[config.mk]
export PLATFORM = sky130hd
export DESIGN_NAME = jstk_spi_responder_flat
export DESIGN_NICKNAME = d
export VERILOG_FILES = /design/src/rtl/jstk_spi_responder_if.sv /design/src/rtl/jstk_spi_responder.sv /design/src/flat_wrapper.sv
export SDC_FILE = /design/constraint.sdc
export NUM_CORES = 1
export LEC_CHECK = 0
export ABC_AREA = 1
export CELL_PAD_IN_SITES_DETAIL_PLACEMENT = 1
export CELL_PAD_IN_SITES_GLOBAL_PLACEMENT = 1
export CORE_MARGIN = 2
export CORE_UTILIZATION = 35
export DETAILED_ROUTE_END_ITERATION = 8
export MAX_ROUTING_LAYER = met4
export PLACE_DENSITY_LB_ADDON = 0.3
export SYNTH_ARGS = -nofsm -noshare
export SYNTH_HDL_FRONTEND = slang
export SYNTH_SLANG_ARGS = --single-unit
[constraint.sdc]
create_clock -name clk -period 2.3 [get_ports clk]
set_input_delay 0.345 -clock clk [delete_from_list [all_inputs] [get_ports clk]]
set_output_delay 0.345 -clock clk [all_outputs]
set_load 0.03 [all_outputs]
[src/rtl/jstk_spi_responder_if.sv]
// SPI link between the joystick master and the PmodJSTK responder.
// Mode 0, MSB first; ss is active low.
interface jstk_spi_responder_if;
  logic sclk;
  logic ss;
  logic mosi;
  logic miso;

  modport master (
    output sclk,
    output ss,
    output mosi,
    input  miso
  );

  modport slave (
    input  sclk,
    input  ss,
    input  mosi,
    output miso
  );
endinterface

[src/rtl/jstk_spi_responder.sv]
// PmodJSTK emulator: answers each 5-byte SPI frame with an X/Y/button snapshot
// and latches the LED command carried in the master's first byte.
module jstk_spi_responder #(
  parameter int unsigned SYNC_STAGES = 2
) (
  input  logic                       clk,
  input  logic                       rst,
  jstk_spi_responder_if.slave        spi,
  input  logic [9:0]                 x_pos,
  input  logic [9:0]                 y_pos,
  input  logic [2:0]                 buttons,
  output logic [1:0]                 led,
  output logic                       frame_done,
  output logic                       frame_error
);

  localparam logic [5:0] FRAME_BITS = 6'd40;

  typedef enum logic [1:0] {
    S_IDLE,
    S_SHIFT,
    S_DONE
  } state_e;

  logic [SYNC_STAGES-1:0] sclk_sync_q;
  logic [SYNC_STAGES-1:0] ss_sync_q;
  logic [SYNC_STAGES-1:0] mosi_sync_q;
  logic                   sclk_hist_q;
  logic                   ss_hist_q;

  logic sclk_s, ss_s, mosi_s;
  logic sclk_rise, sclk_fall, ss_rise, ss_fall;

  state_e      state_q, state_d;
  logic [5:0]  bit_cnt_q, bit_cnt_d;
  logic [39:0] tx_shift_q, tx_shift_d;
  logic [39:0] rx_shift_q, rx_shift_d;
  logic [1:0]  led_q, led_d;
  logic        done_q, done_d;
  logic        err_q, err_d;
  logic        fall_pend_q, fall_pend_d;
  logic [39:0] payload;

  // Synchronizers plus one history flop per edge-detected line.
  always_ff @(posedge clk or negedge rst) begin
    if (!rst) begin
      sclk_sync_q <= '0;
      ss_sync_q   <= '1;
      mosi_sync_q <= '0;
      sclk_hist_q <= 1'b0;
      ss_hist_q   <= 1'b1;
    end else begin
      sclk_sync_q <= {sclk_sync_q[SYNC_STAGES-2:0], spi.sclk};
      ss_sync_q   <= {ss_sync_q[SYNC_STAGES-2:0], spi.ss};
      mosi_sync_q <= {mosi_sync_q[SYNC_STAGES-2:0], spi.mosi};
      sclk_hist_q <= sclk_s;
      ss_hist_q   <= ss_s;
    end
  end

  assign sclk_s    = sclk_sync_q[SYNC_STAGES-1];
  assign ss_s      = ss_sync_q[SYNC_STAGES-1];
  assign mosi_s    = mosi_sync_q[SYNC_STAGES-1];
  assign sclk_rise = sclk_s & ~sclk_hist_q;
  assign sclk_fall = ~sclk_s & sclk_hist_q;
  assign ss_rise   = ss_s & ~ss_hist_q;
  assign ss_fall   = ~ss_s & ss_hist_q;

  assign payload = {x_pos[7:0], 6'b0, x_pos[9:8],
                    y_pos[7:0], 6'b0, y_pos[9:8],
                    5'b0, buttons};

  always_ff @(posedge clk or negedge rst) begin
    if (!rst) begin
      state_q     <= S_IDLE;
      bit_cnt_q   <= '0;
      tx_shift_q  <= '0;
      rx_shift_q  <= '0;
      led_q       <= '0;
      done_q      <= 1'b0;
      err_q       <= 1'b0;
      fall_pend_q <= 1'b0;
    end else begin
      state_q     <= state_d;
      bit_cnt_q   <= bit_cnt_d;
      tx_shift_q  <= tx_shift_d;
      rx_shift_q  <= rx_shift_d;
      led_q       <= led_d;
      done_q      <= done_d;
      err_q       <= err_d;
      fall_pend_q <= fall_pend_d;
    end
  end

  always_comb begin
    state_d     = state_q;
    bit_cnt_d   = bit_cnt_q;
    tx_shift_d  = tx_shift_q;
    rx_shift_d  = rx_shift_q;
    led_d       = led_q;
    done_d      = 1'b0;
    err_d       = 1'b0;
    fall_pend_d = 1'b0;

    unique case (state_q)
      S_IDLE: begin
        bit_cnt_d  = '0;
        tx_shift_d = '0;
        if (ss_fall || fall_pend_q) begin
          tx_shift_d = payload;
          state_d    = S_SHIFT;
        end
      end

      S_SHIFT: begin
        if (ss_rise) begin
          if (bit_cnt_q == FRAME_BITS) begin
            state_d = S_DONE;
          end else begin
            err_d      = 1'b1;
            bit_cnt_d  = '0;
            tx_shift_d = '0;
            state_d    = S_IDLE;
          end
        end else begin
          if (sclk_rise && (bit_cnt_q < FRAME_BITS)) begin
            rx_shift_d = {rx_shift_q[38:0], mosi_s};
            bit_cnt_d  = bit_cnt_q + 6'd1;
          end
          // miso is the tx MSB; shifting zeros in leaves it low after bit 0.
          if (sclk_fall) begin
            if (bit_cnt_q < FRAME_BITS) begin
              tx_shift_d = {tx_shift_q[38:0], 1'b0};
            end else begin
              tx_shift_d = '0;
            end
          end
        end
      end

      S_DONE: begin
        done_d      = 1'b1;
        tx_shift_d  = '0;
        bit_cnt_d   = '0;
        fall_pend_d = ss_fall;
        if (rx_shift_q[39:34] == 6'b100000) begin
          led_d = rx_shift_q[33:32];
        end
        state_d = S_IDLE;
      end

      default: begin
        state_d = S_IDLE;
      end
    endcase
  end

  assign spi.miso    = tx_shift_q[39];
  assign led         = led_q;
  assign frame_done  = done_q;
  assign frame_error = err_q;

endmodule

[src/flat_wrapper.sv]
// flat-port wrapper written by rule: the top's interface ports become plain ports
module jstk_spi_responder_flat 
#(
  parameter int unsigned SYNC_STAGES = 2
)
  (clk, rst, x_pos, y_pos, buttons, led, frame_done, frame_error, spi_sclk, spi_ss, spi_mosi, spi_miso);
  jstk_spi_responder_if spi_i ();
  input  logic clk;
  input  logic rst;
  input  logic [9:0] x_pos;
  input  logic [9:0] y_pos;
  input  logic [2:0] buttons;
  output logic [1:0] led;
  output logic frame_done;
  output logic frame_error;
  input wire logic [$bits(spi_i.sclk)-1:0] spi_sclk;
  input wire logic [$bits(spi_i.ss)-1:0] spi_ss;
  input wire logic [$bits(spi_i.mosi)-1:0] spi_mosi;
  output wire logic [$bits(spi_i.miso)-1:0] spi_miso;
  assign spi_i.sclk = spi_sclk;
  assign spi_i.ss = spi_ss;
  assign spi_i.mosi = spi_mosi;
  assign spi_miso = spi_i.miso;
  jstk_spi_responder #(.SYNC_STAGES(SYNC_STAGES)) u_core (.clk(clk), .rst(rst), .spi(spi_i), .x_pos(x_pos), .y_pos(y_pos), .buttons(buttons), .led(led), .frame_done(frame_done), .frame_error(frame_error));
endmodule
==> summary.txt <==
Status
  – Status: finished clean

Floorplanning
  – Row cnt: 40
  – Die Wd: ~120 um
  – Core ar.: 12100 um^2
  – Ports: 33
  – Vert. Die Dim: 115 um
  – Die area: 13300 um^2
  – Initial Util: 36.0%

Synthesis
  – Area contributors post-synth: dfrtp_1, nand2_1, nor2_1
  – Syn nets: 550
  – Area leader, netlist: dfrtp_1
  – Number of synthesized flops with an enable pin: 0
  – Combinational family with the most area after synthesis: simple AND/OR/NAND/NOR gates
  – Synth Area in XOR/XNOR: 0.202%
  – Ys flop type: dfrtp_1
  – Synth Area in Compound Gates: 7.24%
  – Yosys warns: 0
  – Post-synthesis cell type count: 26
  – Post-Synthesis Cells: 516
  – Post-synth top area share: between 50% and 60%
  – Post-synthesis sequential area ratio: 58.3%
  – Adder-cell share of the synthesized area: ~1.7%
  – Most frequent cells after synthesis: nand2_1, dfrtp_1, nor2_1
  – Count leader, synth: nand2_1
  – Mux cell area share after synthesis: 0%
  – Synthesized flop and latch total: 101
  – Fraction of registers with async set/reset: 100%
  – Synth Cell Area: between 4000 and 5000 um^2
  – Syn Area/Cell: 8.41 um^2
  – Simple-Gate Fraction of Synth Area: 26.0%

Clocking
  – CTS tree: built
  – PostCTS Resize Cnt: 0
  – Worst-skew pair later-pin latency: between 0.3 and 0.4 ns
  – H-tree depth: 3
  – Worst-path clk slew: 0.07 ns
  – Clock root buffer: clkbuf_16
  – Setup Fix Bufs, Post-CTS: 0
  – Longest Clk Path Bufs: 2
  – Total CTS buffers: 9
  – # hold bufs at CTS: 0
  – Clock sinks: ~100

STA
  – Final Skew: between 0.007 and 0.008 ns
  – Max_slew headroom: 57.4%
  – Tmin final: between 1.5 and 2 ns
  – FMAX: 539 MHz
  – Slew @ Worst Pin: 0.639 ns
  – Final Cycle Share: 80.7%
  – Final setup viols: 0
  – Final Hold Viols: 0
  – Final setup TNS: 0 ns
  – Max Transition Viols Final: 0
  – RSZ-0062 raised after global routing: no
  – Final worst slack: 0.445 ns

Finish
  – FILL cells: 1429
  – N_diodes: 0
  – Final net count: 578
  – Design area: 5120 um^2
  – Layout cells sized above 1: between 7 and 8%
  – Finished Layout Cells: ~720
  – Util after Layout: 42.5%
  – Area Growth Syn to Fin: 18.1%

Place
  – Post-place setup slack: 0.459 ns
  – Cell total after placement: 701
  – PortBufs: 32
  – Placed cell area: 4820 um^2
  – Routability cong.: 0.771
  – Post-detail-place hpwl: 5630 um

Critical path
  – Reg2Reg Capture Point: u_core.rx_shift_q[9]
  – CP required: roughly 2.5 ns
  – Setup CP Type: flip-flop to flip-flop
  – R2r worst-path depth: 8
  – Max FO, Critical Path: 60
  – Startpoint types: flip-flop
  – Reg2Reg Setup Slack: 0.44 ns
  – Setup crit end: u_core.rx_shift_q[9]
  – Critical path capture point type: flip-flop
  – RR Startpoint: u_core.state_q[1]
  – Crit path DAT: 2.07 ns
  – Beginning of the critical path: u_core.state_q[1]

GRT
  – First-pass GRT wire length: 15700 um
  – Number of global-route vias before repair: 3426
  – Gr ovfl total: 0
  – GRT Util Overall: 15.2%
  – Largest net degree at the start of global routing: 61
  – Initial antenna violation count: 0

Route
  – Via density: about 4.6
  – DRC Markers: 0
  – DRT antenna net count: 0
  – Drt first pass iters: 4
  – Vias: 3294
  – Initial DRC count: 130
  – Drt wl/cell: between 10 and 15 um
  – Total wire length: between 8000 and 9000 um

Power
  – Seq pwr share: between 40 and 50%
  – Power share of the clock group: between 20% and 30%
  – Peak supply drop: 0.411 mV
  – Int Power: 3520 uW
  – Switching fraction of total power: 32.4%
  – Lkg Pwr: 0.00259 uW
  – PwrDens: ~1000 nW/um^2
  – Comb pwr share: 23.2%
  – NetSw: about 1700 uW

Flow run
  – Max_cap viols: 0

Worst hold path
  – Min-delay worst type: input port to asynchronous set/reset pin
==> metal layers <==
metal  share of wire (%)  global-route usage, %  vias to the layer above
met1                  49                   19.3                     1602
met4                 1.8                   6.75                        0
met3                 2.8                   2.37                       12
li1                    -                      -                     1640
met5                   0                      -                        -
met2                  46                   24.2                       40
==> final cells by class <==
cell class / count / area [um^2] / area share [%]
Clock buffer: 11 / 243 / 4.74
Tap cell: 168 / 210 / 4.10
Inverter: 39 / 146 / 2.86
Multi-Input combinational cell: 354 / 1530 / 29.8
Clock inverter: 5 / 58.8 / 1.15
Timing Repair Buffer: 39 / 408 / 7.96
Sequential cell: 101 / 2530 / 49.4
==> worst max-delay path, cell delays in order (launching register included) <==
cell,delay [ns]
dfrtp_1,0.41
inv_1,0.09
ha_1,0.18
nand2_1,0.09
inv_2,0.09
nand3_2,0.33
buf_12,0.33
nand2_1,0.08
o21ai_0,0.09
==> cell families after synthesis <==
group                      count (synthesis)
buffers and inverters                     61
xor gates and xnor gates                   1
AOI/OAI and AO/OA                         62
and+or+nand+nor                          285
DFF                                      101
adders and majority gates                  6
==> per-stage QoR <==
stage | hold WS [ns] | power [uW]
finish | 0.0202 | 5210
global route | 0.0612 | 5620
CTS | 0.0394 | 5320
detailed placement | 0.348 | 3730
global placement | 0.336 | 3660
floorplan | 0.0494 | 3380
==> how the worst min path moves through the flow <==
stage          slack, ns                    end             startpoint
6_report            0.02     u_core.frame_error                    rst
5_1_grt             0.06  u_core.tx_shift_q[18]                    rst
4_1_cts             0.04     u_core.frame_error                    rst
3_5_place_dp        0.35    u_core.ss_sync_q[1]    u_core.ss_sync_q[0]
3_3_place_gp        0.34  u_core.sclk_sync_q[1]  u_core.sclk_sync_q[0]
2_1_floorplan       0.05    u_core.bit_cnt_q[0]                    rst
==> cell usage in the layout, fill, tap and decap left out <==
master / instances
nand3_1: 7
nand4_1: 1
inv_1: 35
or2_2: 1
nor2_1: 36
clkdlybuf4s50_1: 31
clkbuf_16: 9
clkinvlp_4: 2
a21oi_1: 21
nor3_1: 4
nand3_4: 1
dfrtp_1: 98
dfstp_2: 3
bufinv_16: 1
clkbuf_1: 1
ha_1: 6
nor2_2: 1
xor2_1: 1
nand2_1: 229
nand3_2: 2
o21ai_0: 23
clkinv_2: 1
inv_2: 4
inv_6: 1
o21ai_1: 17
nor2_4: 1
buf_4: 5
clkbuf_8: 1
nand2_2: 2
buf_12: 3
o21ai_2: 1
==> power groups by stage <==
stage | Clock, uW | Combinational [uW] | Sequential (uW)
finish | 1540 | 1210 | 2470
global route | 1670 | 1430 | 2520
CTS | 1600 | 1250 | 2470
detailed placement | 0 | 1240 | 2500
global placement | 0 | 1180 | 2480
floorplan | 0 | 936 | 2440
==> sequential cells by signal, indices dropped and copies added, names as in the netlist, 2 cells and up <==
name                flops
u_core.tx_shift_q      40
u_core.sclk_sync_q      2
u_core.state_q          2
u_core.rx_shift_q      40
u_core.bit_cnt_q        6
u_core.ss_sync_q        2
u_core.mosi_sync_q      2
u_core.led              2
(Power assumes the default switching activity.)
